File: src/rtl/fetch_decode_queue.sv
// Fetch/decode front end: I-MEM request FSM, PC counter, instruction queue,
// branch-redirect flush, register operand resolve with prioritised forwarding.
module fetch_decode_queue #(
  parameter int                     WORD_LENGTH = 32,
  parameter int                     QUEUE_DEPTH = 4,
  parameter int                     NUM_BYPASS  = 2,
  parameter logic [WORD_LENGTH-1:0] RESET_PC    = '0
) (
  input  logic                              clk,
  input  logic                              rst,
  output logic                              imem_req,
  output logic [WORD_LENGTH-1:0]            imem_addr,
  input  logic                              imem_ack,
  input  logic [WORD_LENGTH-1:0]            imem_data,
  input  logic                              redirect_valid,
  input  logic [WORD_LENGTH-1:0]            redirect_addr,
  output logic [3:0]                        read_reg_id_a,
  output logic [3:0]                        read_reg_id_b,
  output logic [3:0]                        read_reg_id_x,
  input  logic [WORD_LENGTH-1:0]            read_reg_a,
  input  logic [WORD_LENGTH-1:0]            read_reg_b,
  input  logic [WORD_LENGTH-1:0]            read_reg_x,
  input  logic [NUM_BYPASS-1:0]             byp_valid,
  input  logic [4*NUM_BYPASS-1:0]           byp_id,
  input  logic [WORD_LENGTH*NUM_BYPASS-1:0] byp_val,
  output logic                              out_valid,
  input  logic                              out_ready,
  output logic [WORD_LENGTH-1:0]            out_instr,
  output logic [WORD_LENGTH-1:0]            out_pc,
  output logic [WORD_LENGTH-1:0]            val_a,
  output logic [WORD_LENGTH-1:0]            val_b,
  output logic [WORD_LENGTH-1:0]            val_x,
  output logic                              out_illegal
);

  localparam int PTR_W = $clog2(QUEUE_DEPTH);
  localparam int CNT_W = PTR_W + 1;

  localparam logic [5:0] OP_ADD  = 6'h00;
  localparam logic [5:0] OP_ADC  = 6'h01;
  localparam logic [5:0] OP_SBC  = 6'h02;
  localparam logic [5:0] OP_SUB  = 6'h03;
  localparam logic [5:0] OP_AND  = 6'h04;
  localparam logic [5:0] OP_OR   = 6'h05;
  localparam logic [5:0] OP_XOR  = 6'h06;
  localparam logic [5:0] OP_CMP  = 6'h07;
  localparam logic [5:0] OP_LD   = 6'h10;
  localparam logic [5:0] OP_ST   = 6'h11;
  localparam logic [5:0] OP_LDA  = 6'h12;
  localparam logic [5:0] OP_STA  = 6'h13;
  localparam logic [5:0] OP_NOP  = 6'h20;
  localparam logic [5:0] OP_JMP  = 6'h21;
  localparam logic [5:0] OP_BR   = 6'h22;
  localparam logic [5:0] OP_HALT = 6'h23;

  typedef enum logic [1:0] {
    ST_IDLE = 2'd0,
    ST_WAIT = 2'd1,
    ST_DROP = 2'd2
  } fetch_state_t;

  fetch_state_t state_reg, state_next;

  logic [WORD_LENGTH-1:0] pc_reg;
  logic [WORD_LENGTH-1:0] req_addr_reg;
  logic [PTR_W-1:0]       head_reg;
  logic [PTR_W-1:0]       tail_reg;
  logic [CNT_W-1:0]       count_reg;

  logic [WORD_LENGTH-1:0] q_instr [QUEUE_DEPTH];
  logic [WORD_LENGTH-1:0] q_pc    [QUEUE_DEPTH];

  logic queue_full, queue_empty;
  logic issue, push, fire;

  assign queue_full  = (count_reg == CNT_W'(QUEUE_DEPTH));
  assign queue_empty = (count_reg == '0);

  // ---------------------------------------------------------------- fetch FSM
  always_ff @(posedge clk or negedge rst) begin
    if (!rst) state_reg <= ST_IDLE;
    else      state_reg <= state_next;
  end

  always_comb begin
    state_next = state_reg;
    case (state_reg)
      ST_IDLE: if (!redirect_valid && !queue_full) state_next = ST_WAIT;
      ST_WAIT: begin
        if (imem_ack)            state_next = ST_IDLE;
        else if (redirect_valid) state_next = ST_DROP;
      end
      ST_DROP: if (imem_ack) state_next = ST_IDLE;
      default: state_next = ST_IDLE;
    endcase
  end

  // The request is raised combinationally from IDLE; an ack seen in IDLE is stale and ignored.
  always_comb begin
    issue     = 1'b0;
    imem_req  = 1'b0;
    imem_addr = pc_reg;
    case (state_reg)
      ST_IDLE: begin
        issue     = rst && !redirect_valid && !queue_full;
        imem_req  = issue;
        imem_addr = pc_reg;
      end
      ST_WAIT, ST_DROP: begin
        imem_req  = 1'b1;
        imem_addr = req_addr_reg;
      end
      default: begin
        imem_req  = 1'b0;
        imem_addr = pc_reg;
      end
    endcase
  end

  assign push = (state_reg == ST_WAIT) && imem_ack && !redirect_valid;
  assign fire = !queue_empty && (!out_valid || out_ready) && !redirect_valid;

  always_ff @(posedge clk or negedge rst) begin
    if (!rst) begin
      pc_reg       <= RESET_PC;
      req_addr_reg <= RESET_PC;
    end else begin
      if (issue)               req_addr_reg <= pc_reg;
      if (redirect_valid)      pc_reg <= redirect_addr;
      else if (push)           pc_reg <= pc_reg + WORD_LENGTH'(4);
    end
  end

  // ---------------------------------------------------------------- queue
  always_ff @(posedge clk) begin
    if (push) begin
      q_instr[tail_reg] <= imem_data;
      q_pc[tail_reg]    <= pc_reg;
    end
  end

  always_ff @(posedge clk or negedge rst) begin
    if (!rst) begin
      head_reg  <= '0;
      tail_reg  <= '0;
      count_reg <= '0;
    end else if (redirect_valid) begin
      head_reg  <= '0;
      tail_reg  <= '0;
      count_reg <= '0;
    end else begin
      if (push) tail_reg <= tail_reg + PTR_W'(1);
      if (fire) head_reg <= head_reg + PTR_W'(1);
      case ({push, fire})
        2'b10:   count_reg <= count_reg + CNT_W'(1);
        2'b01:   count_reg <= count_reg - CNT_W'(1);
        default: count_reg <= count_reg;
      endcase
    end
  end

  // ---------------------------------------------------------------- decode
  logic [WORD_LENGTH-1:0] head_instr, head_pc;
  logic [5:0]             op;
  logic [1:0]             mode;
  logic [3:0]             id_a, id_b, id_x;
  logic                   use_imm_a, use_imm_b, illegal;
  logic [WORD_LENGTH-1:0] imm18, imm11;

  assign head_instr = q_instr[head_reg];
  assign head_pc    = q_pc[head_reg];
  assign op         = head_instr[31:26];
  assign mode       = head_instr[19:18];
  // imm18 takes its sign from bit 0, not bit 17.
  assign imm18 = {{(WORD_LENGTH-18){head_instr[0]}}, head_instr[17:0]};
  assign imm11 = {{(WORD_LENGTH-11){head_instr[4]}}, head_instr[15:5]};

  always_comb begin
    id_a      = 4'd0;
    id_b      = 4'd0;
    id_x      = 4'd0;
    use_imm_a = 1'b0;
    use_imm_b = 1'b0;
    illegal   = 1'b0;
    if (!queue_empty) begin
      case (op)
        OP_ADD, OP_ADC, OP_SBC, OP_SUB, OP_AND, OP_OR, OP_XOR, OP_CMP: begin
          case (mode)
            2'b00: begin
              id_a      = head_instr[25:22];
              use_imm_b = 1'b1;
            end
            2'b11: begin
              id_b      = head_instr[3:0];
              use_imm_a = 1'b1;
            end
            default: begin
              id_a = head_instr[7:4];
              id_b = head_instr[3:0];
            end
          endcase
        end
        OP_LD, OP_ST, OP_LDA, OP_STA: begin
          id_b = head_instr[7:4];
          id_x = head_instr[3:0];
        end
        OP_NOP, OP_JMP, OP_BR, OP_HALT: begin
          id_a = 4'd0;
        end
        default: illegal = 1'b1;
      endcase
    end
  end

  assign read_reg_id_a = id_a;
  assign read_reg_id_b = id_b;
  assign read_reg_id_x = id_x;

  // ---------------------------------------------------------------- operand resolve
  logic [3:0]             byp_id_arr  [NUM_BYPASS];
  logic [WORD_LENGTH-1:0] byp_val_arr [NUM_BYPASS];

  for (genvar gi = 0; gi < NUM_BYPASS; gi++) begin : g_byp
    assign byp_id_arr[gi]  = byp_id[4*gi +: 4];
    assign byp_val_arr[gi] = byp_val[WORD_LENGTH*gi +: WORD_LENGTH];
  end

  // Scanning from the highest index down lets the lowest matching index win.
  function automatic logic [WORD_LENGTH-1:0] resolve(
    input logic [3:0]             id,
    input logic [WORD_LENGTH-1:0] rd,
    input logic [NUM_BYPASS-1:0]  bv,
    input logic [3:0]             bid  [NUM_BYPASS],
    input logic [WORD_LENGTH-1:0] bval [NUM_BYPASS]
  );
    logic [WORD_LENGTH-1:0] v;
    v = rd;
    for (int i = NUM_BYPASS - 1; i >= 0; i--) begin
      if (bv[i] && (bid[i] == id)) v = bval[i];
    end
    if (id == 4'd0) v = '0;
    return v;
  endfunction

  logic [WORD_LENGTH-1:0] val_a_next, val_b_next, val_x_next;

  always_comb begin
    val_a_next = resolve(id_a, read_reg_a, byp_valid, byp_id_arr, byp_val_arr);
    val_b_next = resolve(id_b, read_reg_b, byp_valid, byp_id_arr, byp_val_arr);
    val_x_next = resolve(id_x, read_reg_x, byp_valid, byp_id_arr, byp_val_arr);
    if (use_imm_a) val_a_next = imm11;
    if (use_imm_b) val_b_next = imm18;
  end

  // ---------------------------------------------------------------- output bundle
  always_ff @(posedge clk or negedge rst) begin
    if (!rst) begin
      out_valid   <= 1'b0;
      out_instr   <= '0;
      out_pc      <= '0;
      val_a       <= '0;
      val_b       <= '0;
      val_x       <= '0;
      out_illegal <= 1'b0;
    end else if (redirect_valid) begin
      out_valid <= 1'b0;
    end else if (fire) begin
      out_valid   <= 1'b1;
      out_instr   <= head_instr;
      out_pc      <= head_pc;
      val_a       <= val_a_next;
      val_b       <= val_b_next;
      val_x       <= val_x_next;
      out_illegal <= illegal;
    end else if (out_ready) begin
      out_valid <= 1'b0;
    end
  end

endmodule

File: config.mk
export PLATFORM = sky130hd
export DESIGN_NAME = fetch_decode_queue
export DESIGN_NICKNAME = d
export VERILOG_FILES = /design/src/rtl/fetch_decode_queue.sv
export SDC_FILE = /design/constraint.sdc
export NUM_CORES = 1
export LEC_CHECK = 0
export ABC_CLOCK_PERIOD_IN_PS = 9100
export CELL_PAD_IN_SITES_DETAIL_PLACEMENT = 1
export CELL_PAD_IN_SITES_GLOBAL_PLACEMENT = 1
export CORE_MARGIN = 2
export CORE_UTILIZATION = 45
export DETAILED_ROUTE_END_ITERATION = 8
export GPL_TIMING_DRIVEN = 0
export PLACE_DENSITY = 0.93
export SETUP_SLACK_MARGIN = 0.3
export SYNTH_ARGS = -nofsm -noshare
export SYNTH_HDL_FRONTEND = slang
export SYNTH_SLANG_ARGS = --single-unit
File: constraint.sdc
create_clock -name clk -period 9.1 [get_ports clk]
set_input_delay 1.82 -clock clk [delete_from_list [all_inputs] [get_ports clk]]
set_output_delay 1.82 -clock clk [all_outputs]
set_load 0.1 [all_outputs]
==> metrics.md <==
| Metric | Value |
|---|---|
| Run status | `finished, final reports clean` |
| Post-DP HPWL | `61410 µm` |
| Slowest cell on the critical path | `clkdlybuf4s50_1` |
| Clk slew on worst S/H paths | `0.06 ns` |
| Kind of critical path | `flop to primary output` |
| Skew final | `0.02481 ns` |
| Area occupied by multi-input gates | `0.007792 mm²` |
| Buffers on Ports | `443` |
| Critical path data arrival time | `5.53 ns` |
| CTS tree | `built` |
| Post-Layout Cell Count | `2892` |
| Post-synth top area share | `0.3510` |
| Vias per Instance | `6.050` |
| Largest net degree at the start of global routing | `101` |
| First-pass GRT wire length | `125800 µm` |
| Die H | `224.6 µm` |
| WL/cell | `29.61 µm` |
| Post-route clock period utilization | `0.8081` |
| Max IR drop VDD | `0.5892 mV` |
| Clk buf depth | `3` |
| Register area share after synthesis | `0.6196` |
| Synthesis Warnings | `0` |
| Share of post-route cells with drive strength above 1 | `0.1164` |
| Ys flop type | `edfxtp_1` |
| Die Area | `0.05045 mm²` |
| Cts hold-fix bufs | `0` |
| Vias | `17498` |
| CP Max Fanout | `10` |
| Worst R2R Setup Slack | `3.44 ns` |
| CTS root buffer | `clkbuf_16` |
| Hold Vio Cnt, Final | `0` |
| Mapped cell area | `0.02190 mm²` |
| Unrepaired setup endpoints after global routing | `no` |
| Cts bufs inserted | `51` |
| Clock latency on the worst-skew pair | `0.61 ns` |
| GRT Total Usage | `0.3386` |
| Resized cells post-CTS | `0` |
| Distinct cells, synth | `71` |
| Fillers | `4808` |
| Launching point of the worst reg2reg path | `head_reg[1]` |
| Cells after Synth | `1723` |
| Syn_area_per_cell | `12.71 µm²` |
| Critical Path Start Type | `flop` |
| Hold Crit Depth | `2` |
| Die Wd | `224.6 µm` |
| Worst Tran Pin Value | `1.213 ns` |
| Max-slew violation count | `0` |
| Register bit total from synthesis | `491` |
| Slowest stage delay, CP | `1.31 ns` |
| Synth area leader | `edfxtp_1` |
| # nets final | `2476` |
| Number of synthesized flops with an enable pin | `256` |
| Number of remaining DRC errors | `0` |
| Cell area power density | `397.1 mW/mm²` |
| Setup bufs post-CTS | `0` |
| Top Ports | `446` |
| Post-synth ARST share | `0.4786` |
| Synth area leaders | `edfxtp_1 (35%), dfrtp_1 (27%), mux4_2 (6.3%), nand2_1 (5.7%), mux2_2 (3.4%)` |
| Final setup viols | `0` |
| Leak | `0.01141 µW` |
| H-tree levels | `2` |
| Reg area | `0.01357 mm²` |
| Final RePlAce weighted congestion | `0.9279` |
| Num rows | `80` |
| Vias in the first global route | `19149` |
| Slew headroom | `0.1886` |
| Post-Route WL | `85620 µm` |
| CP top delay family | `buffers and inverters` |
| Crit path cell chain | `buf_2 > buf_2 > clkbuf_1 > mux4_2 > inv_1 > ha_1 > nor2b_1 > a22oi_1 > a211oi_1 > clkdlybuf4s50_1` |
| Most used cell along the critical path | `buf_2` |
| DRT iter0 DRCs | `1530` |
| Max Freq | `136.0 MHz` |
| Worst Path Buf+Inv | `5` |
| Initial Utilization | `0.4577` |
| Antenna Nets Post-Route | `0` |
| Logic depth of the worst setup path including buffers | `10` |
| Critical Path End Type | `primary output` |
| Core footprint | `0.04785 mm²` |
| Synthesis-to-layout area growth | `33.10%` |
| Hold_sp | `out_pc[22]` |
| GRT Residual Overflow | `0` |
| # placed instances | `2787` |
| Crit. Startpoint | `head_reg[1]` |
| Fin crit period | `7.354 ns` |
| R2R depth | `15` |
| Largest registers | `q_instr x128, q_pc x128` |
| Post-Syn Nets | `1974` |
| Worst hold path type | `flop to flop` |
| Initial antenna violation count | `13` |
| WP data required | `7.28 ns` |
| Clk sinks | `491` |
| Pre-Repair DR Iteration Count | `5` |
| Hold Slack | `0.4739 ns` |
| Maxcap violations | `0` |
per-layer routing:
metal	wire, µm	GRT usage	up-vias
met2	42740	0.5848	954
met1	30980	0.3953	8927
met3	6895	0.07877	267
met5	91	0	-
met4	4909	0.1743	14
li1	-	-	7336
layout make-up:
| cell class | count | area share |
|---|---|---|
| Sequential cell | 491 | 0.4655 |
| Multi-Input combinational cell | 1102 | 0.2673 |
| Timing Repair Buffer | 449 | 0.1572 |
| Clock buffer | 63 | 0.04812 |
| Tap cell | 615 | 0.02640 |
| Buffer | 110 | 0.01661 |
| Clock inverter | 33 | 0.01554 |
| Inverter | 20 | 0.002575 |
| Antenna cell | 9 | 0.0007726 |
placed cells by master (no fill, tap or decap), types with 8 or more instances in the layout:
cell type	instances
and3_1	43
o32ai_1	16
o21ai_0	143
inv_1	20
clkbuf_16	52
a22o_1	11
dfrtp_1	235
nand3_1	14
a21oi_1	47
a211oi_1	9
clkinv_2	10
buf_1	8
xor2_1	27
clkbuf_1	86
nand2_1	334
buf_2	14
mux2i_1	60
a221o_1	11
bufinv_16	9
nand4_1	9
diode_2	9
edfxtp_1	256
o22ai_1	19
clkdlybuf4s50_1	442
ha_1	11
a221oi_1	17
mux2_4	9
mux2_2	66
or3_1	22
nor2_1	81
xnor2_1	24
mux4_2	61
worst register-to-register path, delay by kind of cell, from the launching register on:
family | cells | cell delay, ns
AO/OA/AOI/OAI | 6 | 1.65
adder cells (fa/ha/maj) | 1 | 0.34
buffers and inverters | 5 | 1.84
flip-flops | 1 | 0.32
multiplexers | 1 | 0.45
AND/OR/NAND/NOR | 2 | 0.96
power by group:
group / total, µW / switching [µW] / internal (µW) / leakage [µW]
registers: 3120 / 330 / 2790 / 0.00526
clock network: 2310 / 946 / 1360 / 0.000895
logic: 6150 / 4580 / 1560 / 0.00526
total: 11600 / 5860 / 5720 / 0.0114
through the flow:
step	utilization	total power [µW]	area (µm²)	worst slack (ns)	TNS, ns
6_report	0.6092	11580	29150	1.746	0
5_1_grt	0.6090	11910	29140	1.508	0
4_1_cts	0.6088	11590	29130	1.690	0
3_5_place_dp	0.5700	9219	27270	1.905	0
3_3_place_gp	0.5665	9040	27100	-6.856	-1231.96
2_1_floorplan	-	7437	21900	2.347	0
cells by family (layout without fill, tap and decap cells):
kind of cell	after synthesis	count (layout)	share of synthesized area
AO/OA/AOI/OAI	298	298	0.08507
XOR/XNOR	51	51	0.02040
adder cells (fa/ha/maj)	13	13	0.007656
buffers and inverters	130	675	0.02554
flip-flops	491	491	0.6196
multiplexers	199	199	0.1339
other	0	9	0
AND/OR/NAND/NOR	541	541	0.1079
cells in the mapped netlist (14+ instances only):
cell,number
nand2_1,334
nand3_1,14
edfxtp_1,256
o32ai_1,16
mux2i_1,60
nor2_1,81
mux4_2,61
o21ai_0,143
dfrtp_1,235
or3_1,22
a221oi_1,17
a21oi_1,47
buf_2,14
and3_1,47
xnor2_1,24
inv_1,20
o22ai_1,19
clkbuf_1,81
xor2_1,27
mux2_2,66
worst paths after layout:
check                                    to
max                        read_reg_id_a[0]
min                              out_pc[22]
max reg2reg                       val_a[28]
min reg2reg                      out_pc[22]
max in group asynchronous  req_addr_reg[18]
min in group asynchronous         val_a[27]
Note: power is estimated with default switching activity, not from simulation.
